**src/rtl/prog_loader_pkg.sv**
```systemverilog
// ---------------------------------------------------------------------------
// prog_loader_pkg
// Shared definitions for the program loader and the tiny CPU core:
//   - default memory geometry (depth / address width)
//   - loader state encoding
//   - status codes presented on the loader's status port
// ---------------------------------------------------------------------------
package prog_loader_pkg;

  localparam int LDR_MEM_DEPTH = 32;
  localparam int LDR_ADDR_W    = $clog2(LDR_MEM_DEPTH);

  typedef enum logic [2:0] {
    S_IDLE  = 3'd0,
    S_LEN   = 3'd1,
    S_DATA  = 3'd2,
    S_CHECK = 3'd3,
    S_READY = 3'd4,
    S_RUN   = 3'd5,
    S_ERROR = 3'd6
  } ldr_state_t;

  localparam logic [1:0] ST_IDLE    = 2'd0;
  localparam logic [1:0] ST_LOADING = 2'd1;
  localparam logic [1:0] ST_READY   = 2'd2;
  localparam logic [1:0] ST_ERROR   = 2'd3;

endpackage

```
**src/rtl/prog_loader_sync_edge_det.sv**
```systemverilog
// ---------------------------------------------------------------------------
// sync_edge_det
// Two-flop synchroniser for an asynchronous pin, plus a one-cycle pulse on
// the synchronised rising edge.
// Ports:
//   clk    in   system clock
//   rst_n  in   asynchronous active-low reset (clears all flops)
//   din    in   asynchronous pin input
//   level  out  synchronised level (after two flops)
//   rise   out  high for one cycle when level goes 0 -> 1
// ---------------------------------------------------------------------------
module sync_edge_det (
  input  logic clk,
  input  logic rst_n,
  input  logic din,
  output logic level,
  output logic rise
);

  logic sync_p0, sync_p1, sync_p2;

  always_ff @(posedge clk or negedge rst_n) begin
    if (!rst_n) begin
      sync_p0 <= 1'b0;
      sync_p1 <= 1'b0;
      sync_p2 <= 1'b0;
    end else begin
      // metastability stage -> settled stage -> one-cycle history
      sync_p0 <= din;
      sync_p1 <= sync_p0;
      sync_p2 <= sync_p1;
    end
  end

  assign level = sync_p1;
  assign rise  = sync_p1 & ~sync_p2;

endmodule

```
**src/rtl/prog_loader.sv**
```systemverilog
// ---------------------------------------------------------------------------
// prog_loader
// Fills the CPU's instruction/data memory from a slow pin-level byte
// interface before execution. A transfer is framed as
//   length byte L (1..MEM_DEPTH), L payload bytes, XOR checksum byte.
// Payload is written sequentially from address 0. The CPU is held in reset
// while loading and released only after a good checksum and load_mode low.
// Ports:
//   clk, rst_n          clock, asynchronous active-low reset
//   load_mode           async request to enter load mode (level)
//   load_strobe         async byte strobe, byte taken on its rising edge
//   load_data[7:0]      byte on pins, stable around the strobe
//   mem_we/addr/wdata   one-cycle memory write port
//   cpu_rst_n           low = CPU held at PC 0
//   status[1:0]         0 IDLE, 1 LOADING, 2 READY/RUN, 3 ERROR
//   byte_cnt            payload bytes written in the current load
// ---------------------------------------------------------------------------
module prog_loader
  import prog_loader_pkg::*;
#(
  parameter int MEM_DEPTH = LDR_MEM_DEPTH,
  parameter int ADDR_W    = LDR_ADDR_W
) (
  input  logic              clk,
  input  logic              rst_n,
  input  logic              load_mode,
  input  logic              load_strobe,
  input  logic [7:0]        load_data,
  output logic              mem_we,
  output logic [ADDR_W-1:0] mem_addr,
  output logic [7:0]        mem_wdata,
  output logic              cpu_rst_n,
  output logic [1:0]        status,
  output logic [ADDR_W:0]   byte_cnt
);

  localparam logic [7:0]      MAX_LEN = 8'(MEM_DEPTH);
  localparam logic [ADDR_W:0] CNT_ONE = (ADDR_W + 1)'(1);

  ldr_state_t      state;
  logic [ADDR_W:0] len;
  logic [7:0]      csum;
  logic [ADDR_W:0] cnt_next;

  logic mode, mode_rise_unused;
  logic strb_evt, strb_level_unused;

  // Mode is only ever looked at as a level; the strobe only as an edge.
  sync_edge_det u_sync_mode (
    .clk   (clk),
    .rst_n (rst_n),
    .din   (load_mode),
    .level (mode),
    .rise  (mode_rise_unused)
  );

  sync_edge_det u_sync_strobe (
    .clk   (clk),
    .rst_n (rst_n),
    .din   (load_strobe),
    .level (strb_level_unused),
    .rise  (strb_evt)
  );

  assign cnt_next = byte_cnt + CNT_ONE;

  // load_data is sampled only on a synchronised strobe event, by which time
  // the pins have been stable for at least two clocks. len, csum and
  // mem_wdata act as the holding registers for the captured byte.
  always_ff @(posedge clk or negedge rst_n) begin
    if (!rst_n) begin
      state     <= S_IDLE;
      mem_we    <= 1'b0;
      mem_addr  <= '0;
      mem_wdata <= '0;
      cpu_rst_n <= 1'b0;
      status    <= ST_IDLE;
      byte_cnt  <= '0;
      csum      <= '0;
      len       <= '0;
    end else begin
      mem_we <= 1'b0;
      case (state)
        S_IDLE: begin
          cpu_rst_n <= 1'b0;
          status    <= ST_IDLE;
          if (mode) begin
            state  <= S_LEN;
            status <= ST_LOADING;
          end
        end
        S_LEN: begin
          if (!mode) begin
            state  <= S_ERROR;
            status <= ST_ERROR;
          end else if (strb_evt) begin
            if (load_data == 8'd0 || load_data > MAX_LEN) begin
              state  <= S_ERROR;
              status <= ST_ERROR;
            end else begin
              len      <= load_data[ADDR_W:0];
              byte_cnt <= '0;
              csum     <= '0;
              state    <= S_DATA;
            end
          end
        end
        S_DATA: begin
          if (!mode) begin
            state  <= S_ERROR;
            status <= ST_ERROR;
          end else if (strb_evt) begin
            mem_we    <= 1'b1;
            mem_addr  <= byte_cnt[ADDR_W-1:0];
            mem_wdata <= load_data;
            byte_cnt  <= cnt_next;
            csum      <= csum ^ load_data;
            // L <= MEM_DEPTH, so the last address written is L-1: no wrap.
            if (cnt_next == len) state <= S_CHECK;
          end
        end
        S_CHECK: begin
          if (!mode) begin
            state  <= S_ERROR;
            status <= ST_ERROR;
          end else if (strb_evt) begin
            if (load_data == csum) begin
              state  <= S_READY;
              status <= ST_READY;
            end else begin
              state  <= S_ERROR;
              status <= ST_ERROR;
            end
          end
        end
        S_READY: begin
          if (!mode) begin
            state     <= S_RUN;
            cpu_rst_n <= 1'b1;
          end
        end
        S_RUN: begin
          if (mode) begin
            state     <= S_LEN;
            cpu_rst_n <= 1'b0;
            status    <= ST_LOADING;
          end
        end
        S_ERROR: begin
          cpu_rst_n <= 1'b0;
          if (!mode) begin
            state  <= S_IDLE;
            status <= ST_IDLE;
          end
        end
        default: begin
          state     <= S_IDLE;
          status    <= ST_IDLE;
          cpu_rst_n <= 1'b0;
        end
      endcase
    end
  end

endmodule

```
**config.mk**
```make
export PLATFORM = sky130hd
export DESIGN_NAME = prog_loader
export DESIGN_NICKNAME = d
export VERILOG_FILES = /design/src/rtl/prog_loader_pkg.sv /design/src/rtl/prog_loader_sync_edge_det.sv /design/src/rtl/prog_loader.sv
export SDC_FILE = /design/constraint.sdc
export NUM_CORES = 1
export LEC_CHECK = 0
export CORE_MARGIN = 10
export CORE_UTILIZATION = 26
export DETAILED_ROUTE_END_ITERATION = 16
export PLACE_DENSITY = 0.56
export RECOVER_POWER = 100
export SETUP_SLACK_MARGIN = 0.1
export SYNTH_ARGS = -nofsm -noshare
export SYNTH_HDL_FRONTEND = slang
export SYNTH_SLANG_ARGS = --single-unit
```
**constraint.sdc**
```tcl
create_clock -name clk -period 3 [get_ports clk]
set_clock_uncertainty 0.05 [all_clocks]
set_input_delay 0.3 -clock clk [delete_from_list [all_inputs] [get_ports clk]]
set_output_delay 0.3 -clock clk [all_outputs]
set_load 0.02 [all_outputs]
```
==> results of run 1 <==
## power by group
group	switching [mW]	internal (mW)	total (mW)	leakage (nW)
logic	0.569	0.468	1.04	0.585
registers	0.237	0.836	1.07	0.557
clock network	0.212	0.164	0.376	0.0374
## synth_stat cells (3+ instances only)
master	number	share of area (%)
inv_1	3	0.52
o21ai_0	19	4.4
o31ai_1	4	1.4
nor2_1	21	3.7
nor3_1	3	0.70
nand2b_1	4	1.2
a31oi_1	3	0.87
mux2_2	6	3.1
clkbuf_1	7	1.2
nand2_1	50	8.7
o21ai_1	8	1.9
xor2_1	13	5.3
dfrtp_1	45	52
buf_2	4	0.93
## stage by stage
step / hold slack (ps) / setup WS [ps] / instance area [µm²]
finish: 130 / 526 / 2630
global route: 207 / 327 / 2630
CTS: 166 / 718 / 2660
detailed placement: 294 / 428 / 2580
global placement: 292 / 496 / 2580
floorplan: -45.6 / 956 / 2150
## sequential cells by signal, summed over array words and instances (netlist names), 2 cells and up
register,flops
len,6
byte_cnt,6
state,3
status,2
mem_addr,5
csum,8
mem_wdata,8
## per-layer routing
layer  vias to the layer above  wire length (µm)  part of all wire (%)
met2                        23              2440                    48
met5                         -                 0                     0
li1                        829                 -                     -
met1                       826              2330                    46
met3                         8               231                   4.6
met4                         0                70                   1.4
## final timing paths
path,depth (start not counted),endpoint,from
hold / removal,1,status[0],rst_n
max in group asynchronous,1,byte_cnt[3],rst_n
min in group clk,0,u_sync_mode.level,u_sync_mode.sync_p0
hold reg to reg,0,u_sync_mode.level,u_sync_mode.sync_p0
setup / recovery,6,len[5],load_data[3]
setup reg to reg,7,state[0],byte_cnt[0]
## critical path, stage by stage
cell	delay [ps]
dlygate4sd3_1	610
or4_1	600
o21ai_2	150
nand4b_1	130
nor2_1	430
mux2_2	390
## final cells by class
cell class | instances | area (µm²)
flip-flops and latches | 45 | 1130
repair buffers | 36 | 350
well taps | 105 | 131
clock buffers | 6 | 72.6
clock inverters | 2 | 15.0
inverters | 4 | 15.0
fillers | 847 | 5500
multi-input cells | 163 | 920
## cells by family after synthesis
logic type,count (synthesis)
adders and majority gates,2
muxes,7
AOI/OAI and AO/OA,47
and+or+nand+nor,92
DFF,45
buffers and inverters,16
xor gates and xnor gates,15
==> impl_metrics.ini, run 1 <==
[clock_tree]
cts_tree = done
cts_root_buffer = clkbuf_8
clockBufferDepth = 2
cts_sinks = 45
numCtsBuffers = 5
cts_resized = 0
htree_levels = 2
holdBufCountCts = 0
clock_latency_ps = 300
clkTransAtPathRegs_ps = 80
post-cts-setup-buffer-count = 0

[logic_synthesis]
synth_xor_xnor_area_share_pct = 6.10
synth_edf_count = 0
synth_fa_ha_area_share_pct = 1.05
synth_cells = 224
syn_nets = 237
ys_ff_latch = 45
syn_area_mm2 = 0.00215
synth-compound-area-share_pct = 14.6
synth_area_per_cell_um2 = 9.61
yosysSeqAreaShare_pct = 52.3
yosys.area_share.simple_pct = 19.0
ys_warn_count = 0
synth_top_family_by_area = simple AND/OR/NAND/NOR gates
ys_types = 44
synthArstFlopShare_pct = 100
dominantRegCellSynth = dfrtp_1
yosys-mux-area-fraction_pct = 3.60

[grt]
busiest_layer = met2
grt_pass1_wl_mm = 8.56
gr-usage-met3_pct = 2.60
grt_usage_pct = 8.30
antenna_found_initial = 0
grt_max_degree = 46
overflow = 0
grtUsageMet2_pct = 13.0
met1_usage_pct = 10.4
grt_pass1_vias = 1678

[setup_path]
critical_path.max_fanout = 6
arrival_ps = 2610
rrSetupSlack_ps = 550
cp-start-kind = input port
required_ps = 3140
worst_setup_path_end_kind = flop
path_class = input port to flop

[timing]
grt_setup_unrepaired = false
relSlewSlack_pct = 31.2
fmax_ghz = 0.404
setup_viol = 0
slew_violations = 0
fin_setup_tns_ps = 0
hold_viol_final = 0
finalCriticalPeriod_ps = 2470
tightest_slew_ps = 1030
finalCritPeriodShare_pct = 82.5

[placement]
place_hpwl_mm = 3.64
place_inst = 353
gp_congestion = 0.792
io_buffers = 34

[floorplanning]
die_h_um = 111
die-area_mm2 = 0.0123
initial_core_util_pct = 26.5
num_rows = 33
fp.dieW_um = 111
core_mm2 = 0.00813
ios = 35

[layout]
fin_nets = 268
antenna_cells = 0
drive_gt1_share_pct = 7.03
syn_to_final_growth_pct = 22.2
final_common_cell = nand2_1
postLayoutCoreUtil_pct = 32.3
layout_common_cells = nand2_1, dfrtp_1, o21ai_0, dlygate4sd3_1, nor2_1
final_cells = 361

[route]
drt-initial-drc-count = 90
vias = 1686
ant_nets = 0
drt-total-wl_mm = 5.07
wl_per_cell_um = 14.0
dr.pass1.iters = 4
vias_per_cell = 4.67
drc = 0

[flow_run]
maxCapViolCount = 0

[run_status]
status = finished, final reports clean

[pwr]
powerDensity_mw_per_mm2 = 945
worst_ir_drop_vdd_mv = 0.364
p_total_mw = 2.49
leakagePower_nw = 1.18

[worst_hold_path]
min_path_type = input port to asynchronous set/reset pin
Power figures use the tool's default switching activity.
==> inputs of run 2 (changes only) <==
==> constraint.sdc (replaced) <==
create_clock -name clk -period 2.4 [get_ports clk]
set_clock_uncertainty 0.05 [all_clocks]
set_input_delay 0.24 -clock clk [delete_from_list [all_inputs] [get_ports clk]]
set_output_delay 0.24 -clock clk [all_outputs]
set_load 0.02 [all_outputs]
==> run 2 against run 1 <==
  * Largest cell class unchanged
  * First-iteration DRC count down 11%
  * Routed wire length up 2.7%
  * Sequential share of layout area down 1.7 points
==> impl_metrics.ini, run 2 (synthesis gave the netlist of run 1 again) <==
[route]
drc = 0
drt-initial-drc-count = 80
vias_per_cell = 4.61
vias = 1701
ant_nets = 0
dr.pass1.iters = 4
wl_per_cell_um = 14.1
drt-total-wl_mm = 5.21

[layout]
final_cells = 369
postLayoutCoreUtil_pct = 33.7
final_common_cell = nand2_1
fin_nets = 276
reg_top3 = csum: 8 flops, mem_wdata: 8 flops
drive_gt1_share_pct = 11.0
antenna_cells = 0
fill_cells = 847
syn_to_final_growth_pct = 27.6
finalInstanceArea_mm2 = 0.00275
layout_common_cells = nand2_1, dfrtp_1, o21ai_0, dlygate4sd3_1, nor2_1

[clock_tree]
cts_sinks = 45
clock_latency_ps = 310
cts_root_buffer = clkbuf_8
htree_levels = 2
numCtsBuffers = 5
clockBufferDepth = 2
clkTransAtPathRegs_ps = 80
cts_tree = done

[timing]
tightest_slew_ps = 1140
finalCritPeriodShare_pct = 92.3
slew_violations = 0
hold_viol_final = 0
finalCriticalPeriod_ps = 2210
grt_setup_unrepaired = false
relSlewSlack_pct = 24.1
setup_viol = 0
fin_setup_tns_ps = 0
fmax_ghz = 0.452

[grt]
grt_max_degree = 27
grt_usage_pct = 8.49
grt_pass1_wl_mm = 8.82
overflow = 0
antenna_found_initial = 0
grt_pass1_vias = 1732

[setup_path]
required_ps = 2560
crit_chain = clkdlybuf4s50_1 > or4_1 > or3_1 > a41oi_1 > o221ai_1 > o31ai_1
cp-start-kind = input port
critPathMaxStageDelay_ps = 580
path_class = input port to flop
worst_setup_path_end_kind = flop
critical_path.max_fanout = 5
arrival_ps = 2380
slowest_stage = or4_1

[floorplanning]
die_h_um = 111
die-area_mm2 = 0.0123
fp.dieW_um = 111
ios = 35
core_mm2 = 0.00813
initial_core_util_pct = 26.5
num_rows = 33

[pwr]
netSwitchingFraction_pct = 39.7
clockPowerShare_pct = 18.3
p_switching_mw = 1.32
worst_ir_drop_vdd_mv = 0.569
p_int_mw = 2.01
leakagePower_nw = 1.24
powerDensity_mw_per_mm2 = 1220
pwr-share-seq_pct = 40.3
comb_power_share_pct = 41.4

[run_status]
status = finished, final reports clean

[worst_hold_path]
min_path_type = flop to flop

[placement]
placed_cell_area_mm2 = 0.00261
io_buffers = 34
gp_congestion = 0.777
place_hpwl_mm = 3.74
place_inst = 358

[flow_run]
maxCapViolCount = 0
-- run 2: path summary, 6_finish.rpt --
| kind | startpoint | to | slack (ps) | cells after the start |
|---|---|---|---|---|
| min in group asynchronous | rst_n | csum[2] | 640 | 2 |
| worst max-delay path | load_data[3] | state[2] | 190 | 6 |
| max in group asynchronous | rst_n | byte_cnt[0] | 690 | 3 |
| worst min-delay path | u_sync_strobe.sync_p0 | u_sync_strobe.level | 300 | 0 |
| worst max register to register | byte_cnt[1] | state[0] | 300 | 7 |
| worst min register to register | u_sync_strobe.sync_p0 | u_sync_strobe.level | 300 | 0 |
-- run 2: critical path, delay by kind of cell --
| family | cells | cell delay, ps |
|---|---|---|
| and+or+nand+nor | 2 | 940 |
| AOI/OAI and AO/OA | 3 | 740 |
| buffers and inverters | 1 | 450 |
-- run 2: metrics by stage --
stage          hold slack [ps]  setup slack [ps]  power (mW)
6_report                   301               186        3.34
5_1_grt                    314              67.6        3.59
4_1_cts                    305               163        3.41
3_5_place_dp               183             -40.1        2.79
3_3_place_gp               179              20.0        2.77
2_1_floorplan             -106               356        2.19
-- run 2: what timing repair did --
| item | CTS | global route |
|---|---|---|
| hold endpoints to repair | 19 | 0 |
| resized for setup | 0 | 3 |
| setup buffers | 0 | 2 |
| hold buffers | 1 | 0 |
| endpoints found under the setup margin | 0 | 2 |
-- run 2: final cells by class --
cell class | instances | area [µm²] | share of cell area, %
sequential | 45 | 1130 | 41.1
multi-input combinational | 163 | 940 | 34.2
timing repair buffer | 44 | 412 | 15.0
tap | 105 | 131 | 4.79
clock buffer | 6 | 82.6 | 3.01
clock inverter | 2 | 37.5 | 1.37
inverter | 4 | 15.0 | 0.547
-- run 2: power groups by stage --
stage	clock, mW	sequential [mW]	combinational, mW
final	0.612	1.34	1.38
after floorplan	0	1.46	0.737
after detailed placement	0	1.37	1.42
after global placement	0	1.36	1.41
after CTS	0.631	1.36	1.43
after global routing	0.659	1.40	1.53
-- run 2: layer usage --
metal  share of wire [%]  track usage [%]
met5                   0                0
met1                  47             10.7
met4                 1.5             2.60
met3                 5.2             2.81
met2                  46             13.3
==> variant 1 (settings of run 1) <==
Encoding of `ldr_state_t`: now one-hot (7 bits for 7 states).
--- a/src/rtl/prog_loader_pkg.sv
+++ b/src/rtl/prog_loader_pkg.sv
@@ -10,14 +10,14 @@
   localparam int LDR_MEM_DEPTH = 32;
   localparam int LDR_ADDR_W    = $clog2(LDR_MEM_DEPTH);
 
-  typedef enum logic [2:0] {
-    S_IDLE  = 3'd0,
-    S_LEN   = 3'd1,
-    S_DATA  = 3'd2,
-    S_CHECK = 3'd3,
-    S_READY = 3'd4,
-    S_RUN   = 3'd5,
-    S_ERROR = 3'd6
+  typedef enum logic [6:0] {
+    S_IDLE  = 7'b0000001,
+    S_LEN   = 7'b0000010,
+    S_DATA  = 7'b0000100,
+    S_CHECK = 7'b0001000,
+    S_READY = 7'b0010000,
+    S_RUN   = 7'b0100000,
+    S_ERROR = 7'b1000000
   } ldr_state_t;
 
   localparam logic [1:0] ST_IDLE    = 2'd0;
Formal check against the unedited RTL: no difference found for any inputs over 10 cycles, from zero or initial values and one cycle with rst_n low; not proved beyond that.
==> variant 1 against run 1 <==
  * Count of clock-buffer cells in the layout decreased by 1
  * Routed wire length increased by 22%
  * Cell area is 19% higher
  * Clock power increased by 49%
  * Largest power group unchanged
  * Sequential share of layout area down 3.6 points
  * Sequential cell count up 4
  * Setup slack lost 0.16 ns
  * The flow now finishes with violations (max-capacitance violations, max-slew violations)
  * Total power fell by 8.7%
  * Fmax down 6.2%
  * Critical endpoint is now byte_cnt[3]$_DFFE_PN0P_
  * Largest cell class unchanged
  * Area after synthesis up 21%
==> variant 1: results <==
metrics = {
    "pwr": {
        "pg_seq_mw": 0.923,
        "max-vdd-ir-drop_mv": 0.236,
        "power.clock.fraction": 0.248,
        "p_int_mw": 1.47,
        "static-leakage-power_nw": 1.30,
        "p_clk_mw": 0.562,
    },
    "critical_path": {
        "timing.rr.end": "byte_cnt[3]$_DFFE_PN0P_",
        "criticalPathCategory": "reg2reg",
        "critical_path_peak_fanout": 14,
        "rr_startpoint": "state[5]$_DFFE_PN0P_",
        "worstRegToRegCells": 4,
        "worstPathArrival_ns": 2.74,
        "reg2reg_setup_slack_ns": 0.36,
    },
    "timing": {
        "clock.fmax_ghz": 0.379,
        "finalHoldWorstSlack_ns": 0.314,
        "timing_max_transition_violations_final": 35,
        "worstMarginPinSlew_ns": 1.82,
    },
    "logic_synthesis": {
        "synth.distinct_cells": 52,
        "synth_async_sr_flop_share": 1.00,
        "mapped_nets": 249,
        "syn_avg_cell_area_um2": 11.0,
        "synth-seq-area-share": 0.473,
        "most_frequent_cells_after_synthesis": "dfrtp_1 (48), nand2_1 (15), a31oi_1 (13), xnor2_1 (13), nand2b_1 (11)",
        "ys_top_cells_by_area": "dfrtp_1 (46%), xnor2_1 (4.4%), mux2_2 (4.3%)",
    },
    "finish": {
        "stdcell_area_mm2": 0.00313,
        "fillCellCount": 1029,
        "top_regs": "csum x8, mem_wdata x8, state x7",
        "nNetsFinal": 284,
        "post_route_cells_drive_above_1_share": 0.110,
    },
    "status": {
        "failed_checks": "max-capacitance violations, max-slew violations",
        "outcome": "finished with violations",
    },
    "placement": {
        "rd_place_congestion": 0.837,
        "number_of_placed_instances_taps_included": 397,
        "detailedPlace.worstSlack_ns": 0.353,
        "portBuffers": 34,
        "hpwl_um": 4560,
    },
    "clock_network": {
        "postCtsResizedCells": 0,
        "cts_setup_buffers": 0,
        "clock_transition_at_the_register_clock_pins_on_the_worst_setup_and_hold_paths_after_cts_ns": 0.10,
    },
    "routing": {
        "dr_total_vias": 1973,
        "detail_route.vias_per_cell": 4.87,
        "drt_pre_antenna_iters": 4,
        "drt-initial-drc-count": 80,
        "detail_route.wirelength_um": 6180,
    },
    "grt": {
        "grt_start_max_net_pins": 35,
        "global_route_wire_length_before_repair_um": 10700,
        "number_of_antenna_violations_at_the_first_check_in_global_routing": 0,
        "groute.usage.overall": 0.0893,
    },
    "worst_hold_path": {
        "worst_hold_path_type": "reg2reg",
        "holdPathStages": 0,
    },
    "job": {
        "max_cap_violations": 1,
    },
}
variant 1: kinds of logic (layout without fill, tap and decap cells):
kind of cell	after synthesis	count (layout)	share of synthesized area
fa+ha+maj	1	1	0.00482
buf+inv	21	57	0.0487
simple gates	74	74	0.164
flops	49	49	0.473
xor+xnor	20	20	0.0675
compound gates	47	47	0.131
mux	24	24	0.110
variant 1: metal layers:
metal	up-vias	routed length (µm)	global-route usage
li1	936	-	-
met1	988	2960	0.120
met2	40	2940	0.138
met3	9	205	0.0211
met4	0	74	0.0294
met5	-	0	0
variant 1: final cells by class:
type / count / area share
Timing Repair Buffer: 42 / 0.122
Sequential cell: 49 / 0.393
Clock inverter: 3 / 0.0208
Clock buffer: 5 / 0.0220
Multi-Input combinational cell: 166 / 0.381
Inverter: 7 / 0.00840
Tap cell: 133 / 0.0532
variant 1: worst max-delay path, stage by stage, from the launching register on:
cell and delay [ns]:
dfrtp_1 0.53, or3_1 0.44, or4_1 0.58, a21oi_2 0.69, a31oi_1 0.19
==> variant 2 (settings of run 1) <==
Made on the original files. The package constant `LDR_MEM_DEPTH` goes from 32 to 16.
--- a/src/rtl/prog_loader_pkg.sv
+++ b/src/rtl/prog_loader_pkg.sv
@@ -7,7 +7,7 @@
 // ---------------------------------------------------------------------------
 package prog_loader_pkg;
 
-  localparam int LDR_MEM_DEPTH = 32;
+  localparam int LDR_MEM_DEPTH = 16;
   localparam int LDR_ADDR_W    = $clog2(LDR_MEM_DEPTH);
 
   typedef enum logic [2:0] {
Interface: changed (resized byte_cnt and mem_addr); port bits go from 35 to 33. The function was not compared with the original's and may differ.
==> variant 2 against run 1 <==
  * The flow now finishes with violations (max-capacitance violations, max-slew violations)
  * Setup slack better by 0.019 ns
  * Fmax up 0.77%
  * Sequential share of layout area down 2.4 points
  * Cell area down 1.0%
  * Sequential cell count down 3
  * Core utilization up 1.0 points
  * Routed wire length down 2.1%
  * Critical path type unchanged
  * Die area down 1.9%
  * Total power down 7.7%
  * Area after synthesis down 2.3%
==> variant 2: results <==
metrics = {
    "routing": {
        "detail_route.wirelength_um": 4970,
        "drt-initial-drc-count": 103,
        "dr_total_vias": 1568,
    },
    "logic_synthesis": {
        "mapped_nets": 219,
        "synth.distinct_cells": 42,
        "most_frequent_cells_after_synthesis": "dfrtp_1 (42), nand2_1 (42), nor2_1 (12)",
        "ys_top_cells_by_area": "dfrtp_1 (50%), nand2_1 (7.5%), xnor2_1 (4.6%)",
        "synth-seq-area-share": 0.500,
    },
    "grt": {
        "grt.met2_usage": 0.129,
        "use_met3": 0.0316,
        "groute.usage.overall": 0.0905,
        "global_route_wire_length_before_repair_um": 8550,
    },
    "critical_path": {
        "top_delay_family_on_crit_path": "buffers and inverters",
        "worstPathArrival_ns": 2.59,
        "rr_startpoint": "state[0]$_DFFE_PN0P_",
        "reg2reg_setup_slack_ns": 0.77,
        "worstRegToRegCells": 4,
        "timing.rr.end": "status[1]$_DFFE_PN0P_",
    },
    "status": {
        "outcome": "finished with violations",
        "failed_checks": "max-capacitance violations, max-slew violations",
    },
    "job": {
        "max_cap_violations": 1,
    },
    "timing": {
        "timing_max_transition_violations_final": 43,
    },
    "finish": {
        "post_route_cells_drive_above_1_share": 0.0928,
        "fillCellCount": 818,
    },
    "pwr": {
        "power.net_switching_mw": 0.870,
        "max-vdd-ir-drop_mv": 0.344,
    },
    "worst_hold_path": {
        "worst_hold_path_type": "reg2reg",
    },
    "placement": {
        "hpwl_um": 3530,
        "portBuffers": 32,
    },
}
## variant 2: cell count changes after synthesis, moves of 5 or more
cell and change:
a221o_1 +9, nand2_1 -8, nand3_1 +6, nor2_1 -9
nor2b_1 +8, nor3b_1 +5, o21ai_0 -16, o21ai_1 -8
xnor2_1 +9, xor2_1 -9
## variant 2: logic make-up (layout without fill, tap and decap cells)
| family | count (synthesis) | in the layout | synth area share |
|---|---|---|---|
| buffers and inverters | 16 | 47 | 0.0417 |
| and+or+nand+nor | 90 | 90 | 0.213 |
| xor gates and xnor gates | 15 | 15 | 0.0625 |
| muxes | 8 | 8 | 0.0429 |
| AOI/OAI and AO/OA | 34 | 34 | 0.134 |
| DFF | 42 | 42 | 0.500 |
| adders and majority gates | 1 | 1 | 0.00595 |
## variant 2: final cells by class
cell class                 instances  area share
clock buffer                       5      0.0264
clock inverter                     3      0.0173
multi-input combinational        148       0.370
inverter                           4     0.00577
sequential                        42       0.404
timing repair buffer              35       0.128
tap                              102      0.0490
## variant 2: worst max path at each step
stage	from	cells past startpoint	slack (ns)	to
2_1_floorplan	load_data[0]	6	1.18	csum[1]$_DFFE_PN0P_
3_3_place_gp	load_data[0]	6	0.49	status[1]$_DFFE_PN0P_
3_5_place_dp	load_data[1]	6	0.35	status[1]$_DFFE_PN0P_
4_1_cts	load_data[1]	6	0.67	status[1]$_DFFE_PN0P_
5_1_grt	load_data[1]	6	0.35	status[1]$_DFFE_PN0P_
6_report	load_data[1]	6	0.54	status[1]$_DFFE_PN0P_
## variant 2: per-layer routing
layer  part of all wire  vias to the layer above
met5                  0                        -
met4              0.019                        0
met3              0.067                        9
met2               0.43                       33
met1               0.48                      751
li1                   -                      775
## variant 2: through the flow
stage	setup WS (ns)	area, µm²	utilization	power, mW	instances
after floorplan	1.18	2100	-	1.53	206
after global placement	0.488	2490	0.320	1.90	331
after detailed placement	0.355	2490	0.320	1.91	331
after CTS	0.673	2610	0.334	2.38	339
after global routing	0.352	2600	0.333	2.47	339
final	0.545	2600	0.333	2.29	339
## variant 2: power groups by stage
stage	Clock, mW	Combinational [mW]	Sequential [mW]
final	0.452	0.914	0.927
after CTS	0.469	0.976	0.932
after floorplan	0	0.537	0.996
after global routing	0.499	1.01	0.960
after detailed placement	0	0.973	0.942
after global placement	0	0.957	0.940
## variant 2: worst register-to-register path: stages (launching register included)
cell and delay (ns):
dfrtp_1 0.63, nor4b_2 0.37, nand2_1 0.13, o41ai_1 0.54, mux2_2 0.40
